## config.mk

```make
export PLATFORM = sky130hd
export DESIGN_NAME = bt_cmd_sender_flat
export DESIGN_NICKNAME = d
export VERILOG_FILES = /design/src/rtl/bt_cmd_pkg.sv /design/src/rtl/bt_cmd_sender_if.sv /design/src/rtl/bt_uart_rx.sv /design/src/rtl/bt_cmd_sender.sv /design/src/flat_wrapper.sv
export SDC_FILE = /design/constraint.sdc
export NUM_CORES = 1
export LEC_CHECK = 0
export ABC_AREA = 1
export BUFFER_PORTS_ARGS = -buffer_cell sky130_fd_sc_hd__buf_2
export CAP_MARGIN = 20
export CELL_PAD_IN_SITES_DETAIL_PLACEMENT = 1
export CELL_PAD_IN_SITES_GLOBAL_PLACEMENT = 1
export CORE_AREA = 4 4 96 98
export DETAILED_ROUTE_END_ITERATION = 10
export DIE_AREA = 0 0 100 102
export HOLD_SLACK_MARGIN = 0.02
export PLACE_DENSITY = 0.86
export SLEW_MARGIN = 10
export SYNTH_ARGS = -nofsm -noshare
export SYNTH_HDL_FRONTEND = slang
export SYNTH_HIERARCHICAL = 1
export SYNTH_SLANG_ARGS = --single-unit
```

## constraint.sdc

```tcl
create_clock -name clk -period 2.7 [get_ports clk]
set_input_delay 0.405 -clock clk [delete_from_list [all_inputs] [get_ports clk]]
set_output_delay 0.405 -clock clk [all_outputs]
set_load 0.005 [all_outputs]
```

## src/rtl/bt_cmd_pkg.sv

```systemverilog
// Shared constants for the RN-52 command sender: command ROM, address map and FSM state types.
package bt_cmd_pkg;

   localparam logic [7:0] CR = 8'h0D;
   localparam logic [7:0] LF = 8'h0A;

   localparam logic [4:0] CMD_I2S_ADDR  = 5'd0;
   localparam logic [3:0] CMD_I2S_LEN   = 4'd6;
   localparam logic [4:0] CMD_NAME_ADDR = 5'd6;
   localparam logic [3:0] CMD_NAME_LEN  = 4'd10;
   localparam logic [4:0] CMD_NEXT_ADDR = 5'd16;
   localparam logic [3:0] CMD_NEXT_LEN  = 4'd4;
   localparam logic [4:0] CMD_PREV_ADDR = 5'd20;
   localparam logic [3:0] CMD_PREV_LEN  = 4'd4;

   // "S|,01" CR, "S-,$2G1K$" CR, "AT+" CR, "AT-" CR, then zero fill
   localparam logic [7:0] CMD_ROM [32] = '{
      8'h53, 8'h7C, 8'h2C, 8'h30, 8'h31, CR,
      8'h53, 8'h2D, 8'h2C, 8'h24, 8'h32, 8'h47, 8'h31, 8'h4B, 8'h24, CR,
      8'h41, 8'h54, 8'h2B, CR,
      8'h41, 8'h54, 8'h2D, CR,
      8'h00, 8'h00, 8'h00, 8'h00, 8'h00, 8'h00, 8'h00, 8'h00
   };

   typedef enum logic [1:0] {TxIdle, TxStart, TxData, TxStop} tx_state_e;

   typedef enum logic [2:0] {RxIdle, RxStart, RxData, RxStop, RxWait} rx_state_e;

endpackage

```

## src/rtl/bt_cmd_sender_if.sv

```systemverilog
// Command request handshake between the Bluetooth interface FSM and the command sender.
interface bt_cmd_sender_if;
   logic       send;
   logic [4:0] cmd_start;
   logic [3:0] cmd_len;
   logic       busy;

   modport master (output send, output cmd_start, output cmd_len, input busy);
   modport slave (input send, input cmd_start, input cmd_len, output busy);
endinterface

```

## src/rtl/bt_uart_rx.sv

```systemverilog
// RN-52 UART receiver: synchronizes RX, frames 8N1 bytes and pulses on the response terminator.
module bt_uart_rx
   import bt_cmd_pkg::*;
#(
   parameter int unsigned BAUD_DIV  = 434,
   parameter logic [7:0]  RESP_CHAR = 8'h0A
) (
   input  logic clk,
   input  logic rst_n,
   input  logic rx_i,
   output logic resp_rcvd_o
);

   localparam int unsigned CntW = $clog2(BAUD_DIV);
   localparam logic [CntW-1:0] BitEnd  = CntW'(BAUD_DIV - 1);
   localparam logic [CntW-1:0] HalfEnd = CntW'(BAUD_DIV / 2 - 1);

   rx_state_e       state_q, state_d;
   logic            sync1_q, sync2_q, prev_q;
   logic [CntW-1:0] cnt_q, cnt_d;
   logic [2:0]      bit_q, bit_d;
   logic [7:0]      data_q, data_d;
   logic            resp_q, resp_d;

   always_ff @(posedge clk or negedge rst_n) begin
      if (!rst_n) begin
         state_q <= RxIdle;
         sync1_q <= 1'b1;
         sync2_q <= 1'b1;
         prev_q  <= 1'b1;
         cnt_q   <= '0;
         bit_q   <= '0;
         data_q  <= '0;
         resp_q  <= 1'b0;
      end else begin
         state_q <= state_d;
         sync1_q <= rx_i;
         sync2_q <= sync1_q;
         prev_q  <= sync2_q;
         cnt_q   <= cnt_d;
         bit_q   <= bit_d;
         data_q  <= data_d;
         resp_q  <= resp_d;
      end
   end

   always_comb begin
      state_d = state_q;
      cnt_d   = cnt_q + CntW'(1);
      bit_d   = bit_q;
      data_d  = data_q;
      resp_d  = 1'b0;
      unique case (state_q)
         RxIdle: begin
            cnt_d = '0;
            if (!sync2_q && prev_q) state_d = RxStart;
         end
         RxStart: begin
            // A start bit that is high again at mid-bit was a glitch
            if (cnt_q == HalfEnd) begin
               cnt_d   = '0;
               bit_d   = '0;
               state_d = sync2_q ? RxIdle : RxData;
            end
         end
         RxData: begin
            if (cnt_q == BitEnd) begin
               cnt_d  = '0;
               data_d = {sync2_q, data_q[7:1]};
               bit_d  = bit_q + 3'd1;
               if (bit_q == 3'd7) state_d = RxStop;
            end
         end
         RxStop: begin
            if (cnt_q == BitEnd) begin
               cnt_d = '0;
               if (sync2_q) begin
                  state_d = RxIdle;
                  resp_d  = (data_q == RESP_CHAR);
               end else begin
                  state_d = RxWait;
               end
            end
         end
         RxWait: begin
            cnt_d = '0;
            if (sync2_q) state_d = RxIdle;
         end
         default: state_d = RxIdle;
      endcase
   end

   assign resp_rcvd_o = resp_q;

endmodule

```

## src/rtl/bt_cmd_sender.sv

```systemverilog
// RN-52 command transmitter: serializes a ROM command slice as 8N1 frames and detects responses.
module bt_cmd_sender
   import bt_cmd_pkg::*;
#(
   parameter int unsigned BAUD_DIV  = 434,
   parameter logic [7:0]  RESP_CHAR = 8'h0A
) (
   input  logic           clk,
   input  logic           rst_n,
   bt_cmd_sender_if.slave cmd,
   output logic           TX,
   input  logic           RX,
   output logic           resp_rcvd
);

   localparam int unsigned CntW = $clog2(BAUD_DIV);
   localparam logic [CntW-1:0] BitEnd = CntW'(BAUD_DIV - 1);

   tx_state_e       state_q, state_d;
   logic [4:0]      addr_q, addr_d;
   logic [3:0]      rem_q, rem_d;
   logic [CntW-1:0] cnt_q, cnt_d;
   logic [2:0]      bit_q, bit_d;
   logic [7:0]      shift_q, shift_d;
   logic            bit_end;

   assign bit_end = (cnt_q == BitEnd);

   always_ff @(posedge clk or negedge rst_n) begin
      if (!rst_n) begin
         state_q <= TxIdle;
         addr_q  <= '0;
         rem_q   <= '0;
         cnt_q   <= '0;
         bit_q   <= '0;
         shift_q <= '0;
      end else begin
         state_q <= state_d;
         addr_q  <= addr_d;
         rem_q   <= rem_d;
         cnt_q   <= cnt_d;
         bit_q   <= bit_d;
         shift_q <= shift_d;
      end
   end

   always_comb begin
      state_d = state_q;
      addr_d  = addr_q;
      rem_d   = rem_q;
      cnt_d   = bit_end ? '0 : cnt_q + CntW'(1);
      bit_d   = bit_q;
      shift_d = shift_q;
      unique case (state_q)
         TxIdle: begin
            cnt_d = '0;
            if (cmd.send && (cmd.cmd_len != 4'd0)) begin
               addr_d  = cmd.cmd_start;
               rem_d   = cmd.cmd_len;
               shift_d = CMD_ROM[addr_d];
               state_d = TxStart;
            end
         end
         TxStart: begin
            if (bit_end) begin
               bit_d   = '0;
               state_d = TxData;
            end
         end
         TxData: begin
            if (bit_end) begin
               shift_d = {1'b0, shift_q[7:1]};
               bit_d   = bit_q + 3'd1;
               if (bit_q == 3'd7) state_d = TxStop;
            end
         end
         TxStop: begin
            // Next byte starts with no idle gap; address wraps 31 -> 0
            if (bit_end) begin
               rem_d  = rem_q - 4'd1;
               addr_d = addr_q + 5'd1;
               if (rem_q == 4'd1) begin
                  state_d = TxIdle;
               end else begin
                  shift_d = CMD_ROM[addr_d];
                  state_d = TxStart;
               end
            end
         end
         default: state_d = TxIdle;
      endcase
   end

   always_comb begin
      TX = 1'b1;
      unique case (state_q)
         TxStart: TX = 1'b0;
         TxData:  TX = shift_q[0];
         default: TX = 1'b1;
      endcase
   end

   assign cmd.busy = (state_q != TxIdle);

   bt_uart_rx #(
      .BAUD_DIV  (BAUD_DIV),
      .RESP_CHAR (RESP_CHAR)
   ) u_rx (
      .clk         (clk),
      .rst_n       (rst_n),
      .rx_i        (RX),
      .resp_rcvd_o (resp_rcvd)
   );

endmodule

```

## src/flat_wrapper.sv

```systemverilog
// flat-port wrapper written by rule: the top's interface ports become plain ports
module bt_cmd_sender_flat import bt_cmd_pkg::*;
#(
   parameter int unsigned BAUD_DIV  = 434,
   parameter logic [7:0]  RESP_CHAR = 8'h0A
)
  (clk, rst_n, TX, RX, resp_rcvd, cmd_send, cmd_cmd_start, cmd_cmd_len, cmd_busy);
  bt_cmd_sender_if cmd_i ();
  input  logic clk;
  input  logic rst_n;
  output logic TX;
  input  logic RX;
  output logic resp_rcvd;
  input wire logic [$bits(cmd_i.send)-1:0] cmd_send;
  input wire logic [$bits(cmd_i.cmd_start)-1:0] cmd_cmd_start;
  input wire logic [$bits(cmd_i.cmd_len)-1:0] cmd_cmd_len;
  output wire logic [$bits(cmd_i.busy)-1:0] cmd_busy;
  assign cmd_i.send = cmd_send;
  assign cmd_i.cmd_start = cmd_cmd_start;
  assign cmd_i.cmd_len = cmd_cmd_len;
  assign cmd_busy = cmd_i.busy;
  bt_cmd_sender #(.BAUD_DIV(BAUD_DIV), .RESP_CHAR(RESP_CHAR)) u_core (.clk(clk), .rst_n(rst_n), .cmd(cmd_i), .TX(TX), .RX(RX), .resp_rcvd(resp_rcvd));
endmodule
```

## Word level (Yosys, flattened, before mapping)

Memories as Yosys holds them, arrays and structs flattened.
Cells that the tools add are included.

| word-level totals | value |
|---|---|
| bits in registers | 58 |
| logic and storage cells | 118 |
| ROM bits | 512 |
| memory bits (writable) | 0 |
| bits in latches | 0 |
| bits of input ports | 13 |
| memories | 2 |
| output and inout bits | 3 |

Memory list:

| name | words | bits a word | rd ports | clocked after Yosys merged registers in | wr ports | line | source |
|---|---|---|---|---|---|---|---|
| (name not given) | 32 | 8 | 1 | 0 | 0 | bt_cmd_sender.sv:85 | `shift_d = CMD_ROM[addr_d];` |
| (name not given) | 32 | 8 | 1 | 0 | 0 | bt_cmd_sender.sv:60 | `shift_d = CMD_ROM[addr_d];` |

| operators by class | value |
|---|---|
| add/sub/neg operators | 6 |
| bitwise gates (word level) | 2 |
| magnitude comparators | 2 |
| multiply operators | 0 |
| reduce and logical (&&, ||, !) cells | 20 |
| multiplexer cells | 46 |
| equality and inequality tests | 26 |
| shifts and indexed selects | 0 |
| div/mod/pow operators | 0 |

Operator list:

| cell | number |
|---|---|
| two-way mux 8 bit | 8 |
| two-way mux 9 bit | 4 |
| two-way mux 3 bit | 11 |
| case mux 9 bit (3 select lines) | 1 |
| case mux 8 bit (3 select lines) | 1 |
| adder 9 x 1 -> 9 bit (second input constant) | 2 |
| equality test 9 bit (second input constant) | 2 |
| case mux 3 bit (5 select lines) | 1 |
| != test 2 bit (second input constant) | 7 |
| greater-or-equal comparator 6 bit (second input constant) | 2 |
| two-way mux 2 bit | 6 |
| NOT 5 -> 6 bit | 2 |
| case mux 3 bit (2 select lines) | 2 |
| two-way mux 5 bit | 2 |
| != test 2 x 1 -> 1 bit (second input constant) | 5 |
| case mux 5 bit (2 select lines) | 1 |
| AND reduction 5 bit | 2 |
| equality test 3 bit (second input constant) | 3 |
| equality test 9 x 8 -> 1 bit (second input constant) | 1 |
| AND reduction 3 bit | 3 |
| equality test 8 x 4 -> 1 bit (second input constant) | 1 |
| two-way mux 4 bit | 2 |
| case mux 2 bit (4 select lines) | 1 |
| case mux 4 bit (2 select lines) | 1 |
| 20 further kinds | 31 |

## Longest topological paths before layout

Gate-level depths: netlist of run 1.

| logic depth | value |
|---|---|
| word-level depth | 8 |
| mapped depth | 13 |
| gate-level depth less buffers | 13 |

## Modules after synthesis

The synthesis of run 1 kept the hierarchy.

By module, submodules not included:

| module | times used | cells each | seq. area each (um2) | area each (um2) |
|---|---|---|---|---|
| bt_cmd_sender | 1 | 404 | 750.7 | 2,621.3 |
| bt_uart_rx | 1 | 173 | 679.4 | 1,416.4 |

## Least setup slack after synthesis of run 1

Ideal clock, no wire load.

| timing path | value |
|---|---|
| path kind | flip-flop to flip-flop |
| from | reg u_core.addr_q[0] |
| to | reg u_core.shift_q[0] |
| library setup time | 0.116 ns |
| period minus slack after synthesis | 1.588 ns |
| stages on the path, launching flop included | 12 |
| data arrival time | 1.471 ns |
| path buffers | 1 |
| slack | 1.112 ns |
| data required time | 2.584 ns |
| cells stage by stage | dfrtp_1 -> buf_2 -> inv_1 -> ha_1 -> inv_1 -> nand2_1 -> nand3_1 -> nand3_1 -> nand2_1 -> nand2_1 -> nand2_1 -> nand2_1 |

| between the ends | value |
|---|---|
| longest elaborated chain between the ends | 8 |

RTL lines:

| element | line | source |
|---|---|---|
| from (decl) | bt_cmd_sender.sv:20 | `logic [4:0] addr_q, addr_d;` |
| from (signal assigned) | bt_cmd_sender.sv:39 | `addr_q <= addr_d;` |
| adder 5 x 1 -> 5 bit | bt_cmd_sender.sv:81 | `addr_d = addr_q + 5'd1;` |
| NOT 5 -> 6 bit (implied by the code) | bt_cmd_sender.sv:85 |  |
| memory (32 x 8 bit) | - |  |
| two-way mux 8 bit (implied by the code) (2 in a row) | bt_cmd_sender.sv:85 |  |
| two-way mux 8 bit | bt_cmd_sender.sv:82 | `if (rem_q == 4'd1) begin` |
| two-way mux 8 bit | bt_cmd_sender.sv:79 | `if (bit_end) begin` |
| case mux 8 bit (3 select lines) | bt_cmd_sender.sv:54 | `unique case (state_q)` |
| to (signal assigned) | bt_cmd_sender.sv:43 | `shift_q <= shift_d;` |
| to (decl) | bt_cmd_sender.sv:24 | `logic [7:0] shift_q, shift_d;` |

Every way passes these cells. The select of a mux whose other input is x is not followed.
A chain may end at the register's enable or synchronous reset.

## Worst setup path after layout of run 1

| timing path | value |
|---|---|
| from | reg u_core.state_q[0] |
| to | out TX |

| between the ends | value |
|---|---|
| longest elaborated chain between the ends | 2 |
| elaborated cells on any way between the ends | 3 |
| classes of those cells | eq/ne (2); mux (1) |

RTL lines:

| element | line | source |
|---|---|---|
| from (decl) | bt_cmd_sender.sv:19 | `tx_state_e state_q, state_d;` |
| from (signal assigned) | bt_cmd_sender.sv:31 | `state_q <= TxIdle;` |
| from (signal assigned) | bt_cmd_sender.sv:38 | `state_q <= state_d;` |
| equality test 2 bit / equality test 2 x 1 -> 1 bit (equally long branches) | bt_cmd_sender.sv:96 | `unique case (state_q)` |
| case mux 1 bit (2 select lines) * | bt_cmd_sender.sv:96 |  |
| to (decl) | flat_wrapper.sv:11 | `output logic TX;` |

Every way passes the cells marked *; elsewhere a longest branch is shown, timed or not.

==> metrics.txt, run 1 <==
CP startpoint kind=flip-flop; Routed Antenna Nets=0; via/cell ratio=5.175; DRC errors left=0; Root Buffer=clkbuf_8; Std-Cell Rows=34; outcome=completed; Final Skew=7.601 ps; I/O pins=16; CP arrival=1870 ps; maximum VDD drop=0.0005217 V; Worst Tran Pin Value=484.6 ps; clk sinks=57; commonest non-fill, non-tap cell in the layout=nand2_1; Critical Path RT=2300 ps; Synth Warn #=6; worst-path fanout max=13; fraction of the mapped netlist area in simple logic gates=37.81%; Netlist cell types=40; post-synthesis sequential area ratio=35.42%; Total Die Area=10,200 um^2; CTS Buf Count=9; Port Buffer Count=15; leakage power=0.002378 uW; mux cell area share after synthesis=0%; GP Congestion=0.8736; flop2flop setup slack=670 ps; Resize count post-CTS=0; Min-Delay Path Class=in -> async; most frequent cells in the layout=223 x nand2_1, 58 x inv_1, 54 x dfrtp_1, 50 x nor2_1, 47 x nand3_1; final cell count without fillers=707; Slew HR=67.70%; Overflow after GRT=0; Power Density=965.0 nW/um^2; area leader, netlist=dfrtp_1; # hold bufs at CTS=0; placed inst area=4198 um^2; period utilization=84.36%; crit-path cells=inv_1 > ha_1 > nor2_1 > inv_1 > nand2_1 > buf_2; initial antenna violation count=0; Die Y=102 um; achievable frequency=439.0 MHz; pin count of the biggest net entering global routing=58; DRT Pass-1 Iters=4; cell area after layout=4405 um^2; Die Wd=100 um; layout cells sized above 1=10.68%; wire per inst=14.50 um; cell depth of the worst flop-to-flop path=9; # diodes=0; syn nets=622; final wirelength=10.25 mm; global-route wire length before repair=18.03 mm; RSZ-0062 raised after global routing=false; nets=639; Compound-Gate Fraction of Synth Area=7.468%; final number of hold-violating endpoints=0; number of synthesized flops with an enable pin=0; vias in the first global route=3,886; max cap viols=0; Synth area leaders=dfrtp_1 33%, nand2_1 21%, ha_1 9.9%, nand3_1 5.8%, inv_1 5.4%; synthesized flop and latch total=57; Synth top area share=33.47%; Setup Slack @ Placement=700.5 ps; Longest Clk Path Bufs=2; Worst path slowest cell=dfrtp_1; R2R Path End=u_core/shift_q[6]; Post-Syn Area=4038 um^2; XOR/XNOR share of the synthesized area=1.302%; Initial Utilization=47.69%; slowest stage delay, CP=470 ps; Async SR Flop Fraction=100.0%; Setup-failing EPs final=0; Post-DP HPWL=7.489 mm; CTS HTree Levels=3; clk_lat worst skew=340 ps; Most used DFF post-synth=dfrtp_1; synthesis-to-finish area growth=9.111%; Worst Setup End Kind=output port; Final min period=2278 ps; DRC marker count from the first detailed-route iteration=81; RR Startpoint=u_core/state_q[0]; dpl cells=691; Worst Setup Slack, final=422.3 ps; CTS tree=built; via count=3,659; Slew Viols, Final=0; Worst Path Buf+Inv=3; clock-pin slew on the worst setup and hold paths=70 ps; Mapped Cells=577; Total Power=4251 uW; CP delay by family, top=flip-flops; Crit path top cell by count=inv_1; core area=8466 um^2; setup bufs post-CTS=0; TNS Setup=0 ps; Post-Syn Area per Cell=6.998 um^2; largest family of logic cells by synthesized area=simple AND/OR/NAND/NOR gates; CP Class=reg -> out; Adder-Cell Fraction of Synth Area=9.916%; GRT Util Overall=21.78%
-- final cells by class --
cell class | count | area [um^2]
timing repair buffer | 16 | 95.09
fill | 1116 | 4060
inverter | 67 | 256.5
sequential | 57 | 1430
multi-input combinational | 443 | 2281
clock buffer | 14 | 172.7
clock inverter | 2 | 35.03
tap | 108 | 135.1
-- stage by stage --
stage | hold slack, ps | utilization [%]
3_3_place_gp | 345.4 | 49.59
2_1_floorplan | 109.4 | -
6_report | 62.32 | 52.04
4_1_cts | 63.51 | 52.04
5_1_grt | 72.26 | 52.04
3_5_place_dp | 348.4 | 49.59
-- worst max-delay path by stage --
stage | endpoint | slack, ps | depth (start not counted) | from
after CTS | TX | 420 | 6 | u_core/state_q[0]
after floorplan | u_core/shift_q[0] | 1110 | 11 | u_core/addr_q[0]
final | TX | 420 | 6 | u_core/state_q[0]
after detailed placement | u_core/shift_q[6] | 700 | 9 | u_core/state_q[0]
after global placement | u_core/shift_q[6] | 740 | 9 | u_core/state_q[0]
after global routing | TX | 270 | 6 | u_core/state_q[0]
-- registers in the layout (all words and copies together) (netlist names), 2 cells and up --
name                 cells
u_core/addr_q            5
u_core/bit_q             3
u_core/cnt_q             9
u_core/rem_q             4
u_core/shift_q           7
u_core/state_q           2
u_core/u_rx/bit_q        3
u_core/u_rx/cnt_q        9
u_core/u_rx/data_q       8
u_core/u_rx/state_q      3
-- per-layer routing --
metal  wire, um  part of all wire, %  track usage, %
met4        172                  1.7           6.632
met3        196                  1.9           3.549
met5          0                    0               0
met2       5108                   50           38.38
met1       4774                   47           27.54
-- report_power, final --
group,switching [uW],total [uW],internal (uW)
clock network,340,841,501
registers,229,1290,1060
logic,1430,2120,689
total,2000,4250,2250
-- synthesized netlist by cell type (3+ instances only) --
| cell | number |
|---|---|
| a21boi_0 | 4 |
| a21oi_1 | 8 |
| buf_2 | 5 |
| buf_6 | 3 |
| dfrtp_1 | 54 |
| dfstp_2 | 3 |
| ha_1 | 32 |
| inv_1 | 58 |
| inv_2 | 6 |
| nand2_1 | 223 |
| nand2_2 | 7 |
| nand2_4 | 3 |
| nand3_1 | 47 |
| nand3b_1 | 3 |
| nand4_1 | 8 |
| nor2_1 | 50 |
| nor2_2 | 3 |
| nor2_4 | 3 |
| nor3_1 | 3 |
| o21ai_0 | 22 |
| o21ai_1 | 4 |
| o21ai_2 | 3 |
| xor2_1 | 4 |
-- cell families after synthesis --
kind of cell,Yosys count
compound gates,50
flops,57
simple gates,355
xor+xnor,6
buf+inv,77
fa+ha+maj,32
No activity file was read; power rests on OpenSTA's default activity.
==> inputs of run 2 (changes only) <==
--- a/config.mk
+++ b/config.mk
@@ -5,16 +5,16 @@
 export SDC_FILE = /design/constraint.sdc
 export NUM_CORES = 1
 export LEC_CHECK = 0
-export ABC_AREA = 1
+export ABC_AREA = 0
 export BUFFER_PORTS_ARGS = -buffer_cell sky130_fd_sc_hd__buf_2
 export CAP_MARGIN = 20
 export CELL_PAD_IN_SITES_DETAIL_PLACEMENT = 1
 export CELL_PAD_IN_SITES_GLOBAL_PLACEMENT = 1
-export CORE_AREA = 4 4 96 98
+export CORE_AREA = 4 4 101 103
 export DETAILED_ROUTE_END_ITERATION = 10
-export DIE_AREA = 0 0 100 102
+export DIE_AREA = 0 0 105 107
 export HOLD_SLACK_MARGIN = 0.02
-export PLACE_DENSITY = 0.86
+export PLACE_DENSITY = 0.78
 export SLEW_MARGIN = 10
 export SYNTH_ARGS = -nofsm -noshare
 export SYNTH_HDL_FRONTEND = slang
==> constraint.sdc (replaced) <==
create_clock -name clk -period 1.9 [get_ports clk]
set_input_delay 0.285 -clock clk [delete_from_list [all_inputs] [get_ports clk]]
set_output_delay 0.285 -clock clk [all_outputs]
set_load 0.005 [all_outputs]
==> metrics.txt, run 2 <==
outcome=complete, but fails checks; failing checks=setup timing; Setup-failing EPs final=10; Synth area leaders=dfrtp_1 33%, ha_1 9.9%, nor2_1 4.5%, mux2_2 3.3%, o21ai_0 3.1%; GP Congestion=0.9092; count leader, synth=dfrtp_1; CTS tree=built; DRT Pass-1 Iters=5; Most used DFF post-synth=dfrtp_1; Async SR Flop Fraction=100.0%; via/cell ratio=6.360; sw power=1139 uW; CTS Buf Count=9; slowest stage delay, CP=440 ps; Register Area=1433 um^2; Root Buffer=clkbuf_8; placed inst area=4710 um^2; CP Class=reg -> reg; wire per inst=23.99 um; Netlist cell types=70; Routed Antenna Nets=0; global-route wire length before repair=21.22 mm; CP arrival=2260 ps; clock-pin slew on the worst setup and hold paths=70 ps; Sw Ratio=30.65%; Post-Syn Area per Cell=9.211 um^2; multi-input logic area=2759 um^2; Total Die Area=11,240 um^2; most frequent cells in the layout=75 x buf_4, 52 x dfrtp_1, 45 x nor2_1, 28 x nand2_1, 22 x ha_1; maximum VDD drop=0.0004230 V; Overflow after GRT=0; RR Startpoint=u_core/addr_q[1]; Worst path slowest cell=dfrtp_1; Slew Viols, Final=0; number of synthesized flops with an enable pin=0; Worst Hold Path EP=u_core/rem_q[3]; CTS HTree Levels=3; Critical Path RT=2100 ps; commonest non-fill, non-tap cell in the layout=buf_4; worst hold stages=3; syn nets=485; flop2flop setup slack=-160 ps; final wirelength=15.45 mm; initial antenna violation count=0; Worst Tran Pin Value=510.3 ps; fillcell total=1,018; Total Power=3715 uW; leakage power=0.002357 uW; GRT Util Overall=23.70%; Synth Warn #=6; Post-DP HPWL=8.668 mm; Worst Setup Slack, final=-155.5 ps; clk_lat worst skew=340 ps; clk sinks=57; Final Skew=8.513 ps; post-synthesis sequential area ratio=35.29%; pin count of the biggest net entering global routing=38; final number of hold-violating endpoints=0; final cell count without fillers=644; nets=573; synthesized flop and latch total=57; period utilization=108.2%; top cells by count, synth=54 x dfrtp_1, 49 x nor2_1, 32 x ha_1, 28 x nand2_1, 25 x o21ai_0; Flop pwr share=37.0%; Worst Setup End Kind=flip-flop; cell area after layout=5440 um^2; area leader, netlist=dfrtp_1; Min-Delay Path Class=in -> reg; worst-path fanout max=13; Gate power share=23.6%; post-layout util=59.16%; Regs by FF count=u_core/cnt_q (9), u_core/u_rx/cnt_q (9), u_core/u_rx/data_q (8); Final min period=2055 ps; Synth top area share=33.34%; # diodes=0; Std-Cell Rows=35; vias in the first global route=4,170; dpl cells=613; achievable frequency=486.5 MHz; DRC marker count from the first detailed-route iteration=274; crit-path cells=ha_4 > buf_4 > o21ba_2 > o21ai_1 > a21oi_1 > o31ai_1 > a31oi_1; via count=4,096; Port Buffer Count=15; Power Density=682.8 nW/um^2; RSZ-0062 raised after global routing=true; core area=9196 um^2; cell depth of the worst flop-to-flop path=7; R2R Path End=u_core/shift_q[0]; CP startpoint kind=flip-flop; max cap viols=0; Longest Clk Path Bufs=2; power share of the clock group=39.4%; DRC errors left=0; Die Y=107 um; synthesis-to-finish area growth=34.24%; Slew HR=65.94%; Hold Startpoint=cmd_cmd_len[3]; Die Wd=105 um; Internal=2576 uW; layout cells sized above 1=39.02%; Mapped Cells=440; Post-Syn Area=4053 um^2; Initial Utilization=44.07%; I/O pins=16
run 2: cell families (layout without fill, tap and decap cells):
group / Yosys count / in the layout / synth area share (%)
AO/OA/AOI/OAI: 113 / 113 / 19.85
XOR/XNOR: 18 / 18 / 3.890
adder cells (fa/ha/maj): 32 / 32 / 9.879
buffers and inverters: 46 / 139 / 4.909
flip-flops: 57 / 57 / 35.29
multiplexers: 21 / 21 / 6.298
AND/OR/NAND/NOR: 153 / 153 / 19.88
run 2: repair_timing:
item	in CTS	in global routing
endpoints found under the hold margin	55	0
pin swaps	6	12
cloned	1	1
hold buffers	2	0
buffers inserted	6	5
setup endpoints to repair	18	30
gates resized for setup	33	59
run 2: layer usage:
layer	track usage, %	vias up	share of wire (%)	routed length (um)
met5	0	-	0	0
met4	10.87	0	5.9	911
met3	4.997	82	5.2	809
li1	-	1773	-	-
met2	43.68	183	51	7955
met1	26.01	2058	37	5774
run 2: how the worst max path moves through the flow:
stage / startpoint / end / slack (ps) / cells after the start
after floorplan: u_core/state_q[0] / u_core/shift_q[2] / 3 / 8
after global placement: u_core/addr_q[0] / u_core/shift_q[6] / -50 / 7
after detailed placement: u_core/addr_q[0] / u_core/shift_q[2] / -210 / 8
after CTS: u_core/state_q[0] / u_core/shift_q[2] / -20 / 7
after global routing: u_core/addr_q[0] / u_core/shift_q[0] / -240 / 7
final: u_core/addr_q[1] / u_core/shift_q[0] / -160 / 7
run 2: power by group through the flow:
stage,combinational (uW),clock (uW),sequential [uW]
after floorplan,420,0,1390
after global placement,693,0,1380
after detailed placement,726,0,1390
after CTS,759,1480,1370
after global routing,963,1540,1390
final,877,1460,1370
run 2: worst max-delay path, delay by kind of cell, from the launching register on:
family,cells,cell delay (ps)
buf+inv,1,190
compound gates,5,1090
flops,1,440
fa+ha+maj,1,210
run 2: per-stage QoR:
stage / hold WS [ps] / setup TNS (ps) / setup WS [ps]
CTS: 226.9 / -20.14 / -16.62
global route: 297.6 / -1620 / -241.6
detailed placement: 290.8 / -1120 / -212.0
floorplan: -10.59 / 0 / 3.057
finish: 293.5 / -738.4 / -155.5
global placement: 296.6 / -170.9 / -50.51
run 2: area by class of cell:
type	count	area share, %
Multi-Input combinational cell	337	50.71
Sequential cell	57	26.33
Timing Repair Buffer	101	14.17
Tap cell	111	2.553
Clock inverter	7	2.300
Clock buffer	9	2.277
Inverter	22	1.656
==> inputs of run 3 (changes only) <==
==> constraint.sdc (replaced) <==
create_clock -name clk -period 1.9 [get_ports clk]
set_input_delay 0.19 -clock clk [delete_from_list [all_inputs] [get_ports clk]]
set_output_delay 0.19 -clock clk [all_outputs]
set_load 0.005 [all_outputs]
==> metrics.txt, run 3 (same netlist as run 2, synthesis figures left out) <==
post-layout util=58.27%; Longest Clk Path Bufs=2; Min-Delay Path Class=in -> reg; GRT Util Overall=22.51%; final wirelength=13.43 mm; synthesis-to-finish area growth=32.23%; Slew HR=58.03%; maximum VDD drop=0.0003918 V; CTS Buf Count=9; outcome=complete, but fails checks; Die Wd=105 um; CP arrival=2190 ps; DRT Pass-1 Iters=5; core area=9196 um^2; Worst Setup Slack, final=-63.64 ps; Die Y=107 um; DRC errors left=0; failing checks=setup timing; Post-DP HPWL=8.810 mm; layout cells sized above 1=36.60%; leakage power=0.002304 uW; Setup-failing EPs final=7; initial antenna violation count=0; nets=570; max cap viols=0; period utilization=103.3%; Routed Antenna Nets=0; clock-pin slew on the worst setup and hold paths=80 ps; Power Density=636.5 nW/um^2; Port Buffer Count=15; achievable frequency=509.3 MHz; Regs by FF count=u_core/cnt_q (9), u_core/u_rx/cnt_q (9), u_core/u_rx/data_q (8); Worst Tran Pin Value=621.4 ps; Worst Setup End Kind=flip-flop; Slew Viols, Final=0; clk sinks=57; Initial Utilization=44.07%; Critical Path RT=2120 ps; clk_lat worst skew=340 ps; via count=3,900; Total Die Area=11,240 um^2; most frequent cells in the layout=72 x buf_4, 54 x dfrtp_1, 45 x nor2_1, 28 x nand2_1, 23 x ha_1; Std-Cell Rows=35; # diodes=0; final number of hold-violating endpoints=0; I/O pins=16; worst-path fanout max=6; RSZ-0062 raised after global routing=true; Final Skew=11.51 ps; via/cell ratio=6.084; Final min period=1964 ps; vias in the first global route=4,039; pin count of the biggest net entering global routing=40; CP startpoint kind=flip-flop; Overflow after GRT=0; DRC marker count from the first detailed-route iteration=286; Root Buffer=clkbuf_8; commonest non-fill, non-tap cell in the layout=buf_4; Total Power=3411 uW; global-route wire length before repair=20.22 mm; final cell count without fillers=641; GP Congestion=0.9007; CTS HTree Levels=3; CTS tree=built; CP Class=reg -> reg; wire per inst=20.95 um; dpl cells=613
run 3: where the power goes:
group	internal, uW	switching, uW	total, uW
logic	387	461	847
clock network	643	547	1190
registers	1300	77.8	1370
run 3: cell type report:
class / count / area, um^2
Sequential cell: 57 / 1430
Timing Repair Buffer: 98 / 767.0
Clock buffer: 10 / 137.6
Inverter: 22 / 92.59
Fill cell: 1021 / 3837
Multi-Input combinational cell: 337 / 2725
Tap cell: 111 / 138.9
Clock inverter: 6 / 67.56
run 3: worst max-delay path: stages (launching register included):
cell        delay, ps
dfrtp_1           430
buf_6             160
clkinvlp_4        190
buf_6             180
buf_4             130
o211ai_1          210
a21oi_1           120
o31ai_2           210
buf_4             170
a21oi_2            50
run 3: path summary, 6_finish.rpt:
kind	endpoint	cells after the start	startpoint	slack (ps)
setup / recovery	u_core/shift_q[2]	9	u_core/addr_q[0]	-60
min in group asynchronous	u_core/u_rx/cnt_q[4]	2	rst_n	320
max in group asynchronous	u_core/u_rx/prev_q	3	rst_n	950
hold / removal	u_core/rem_q[1]	3	cmd_cmd_len[1]	130
hold reg to reg	u_core/u_rx/sync2_q	0	u_core/u_rx/sync1_q	360
setup reg to reg	u_core/shift_q[2]	9	u_core/addr_q[0]	-60
run 3: repair_timing:
item / CTS / global route
endpoints found under the setup margin: 13 / 25
gates resized for setup: 25 / 54
hold buffers: 2 / 0
buffers inserted: 3 / 7
hold endpoints to repair: 17 / 0
pin swaps: 2 / 21
run 3: per-layer routing:
| layer | up-vias | part of all wire, % | GRT usage [%] |
|---|---|---|---|
| met2 | 119 | 52 | 40.97 |
| met4 | 0 | 2.8 | 8.903 |
| met3 | 36 | 4.1 | 4.576 |
| met1 | 1980 | 41 | 25.82 |
| met5 | - | 0 | 0 |
| li1 | 1765 | - | - |
run 3: metrics by stage:
step           TNS [ps]  hold slack, ps  area [um^2]  worst slack [ps]
2_1_floorplan         0          -105.6         4055             3.057
3_3_place_gp     -69.38           163.3         4710            -42.02
3_5_place_dp     -484.7           170.2         4710            -121.9
4_1_cts          -19.61           113.9         5039            -14.50
5_1_grt           -1029           112.1         5359            -174.1
6_report         -304.2           130.6         5359            -63.64
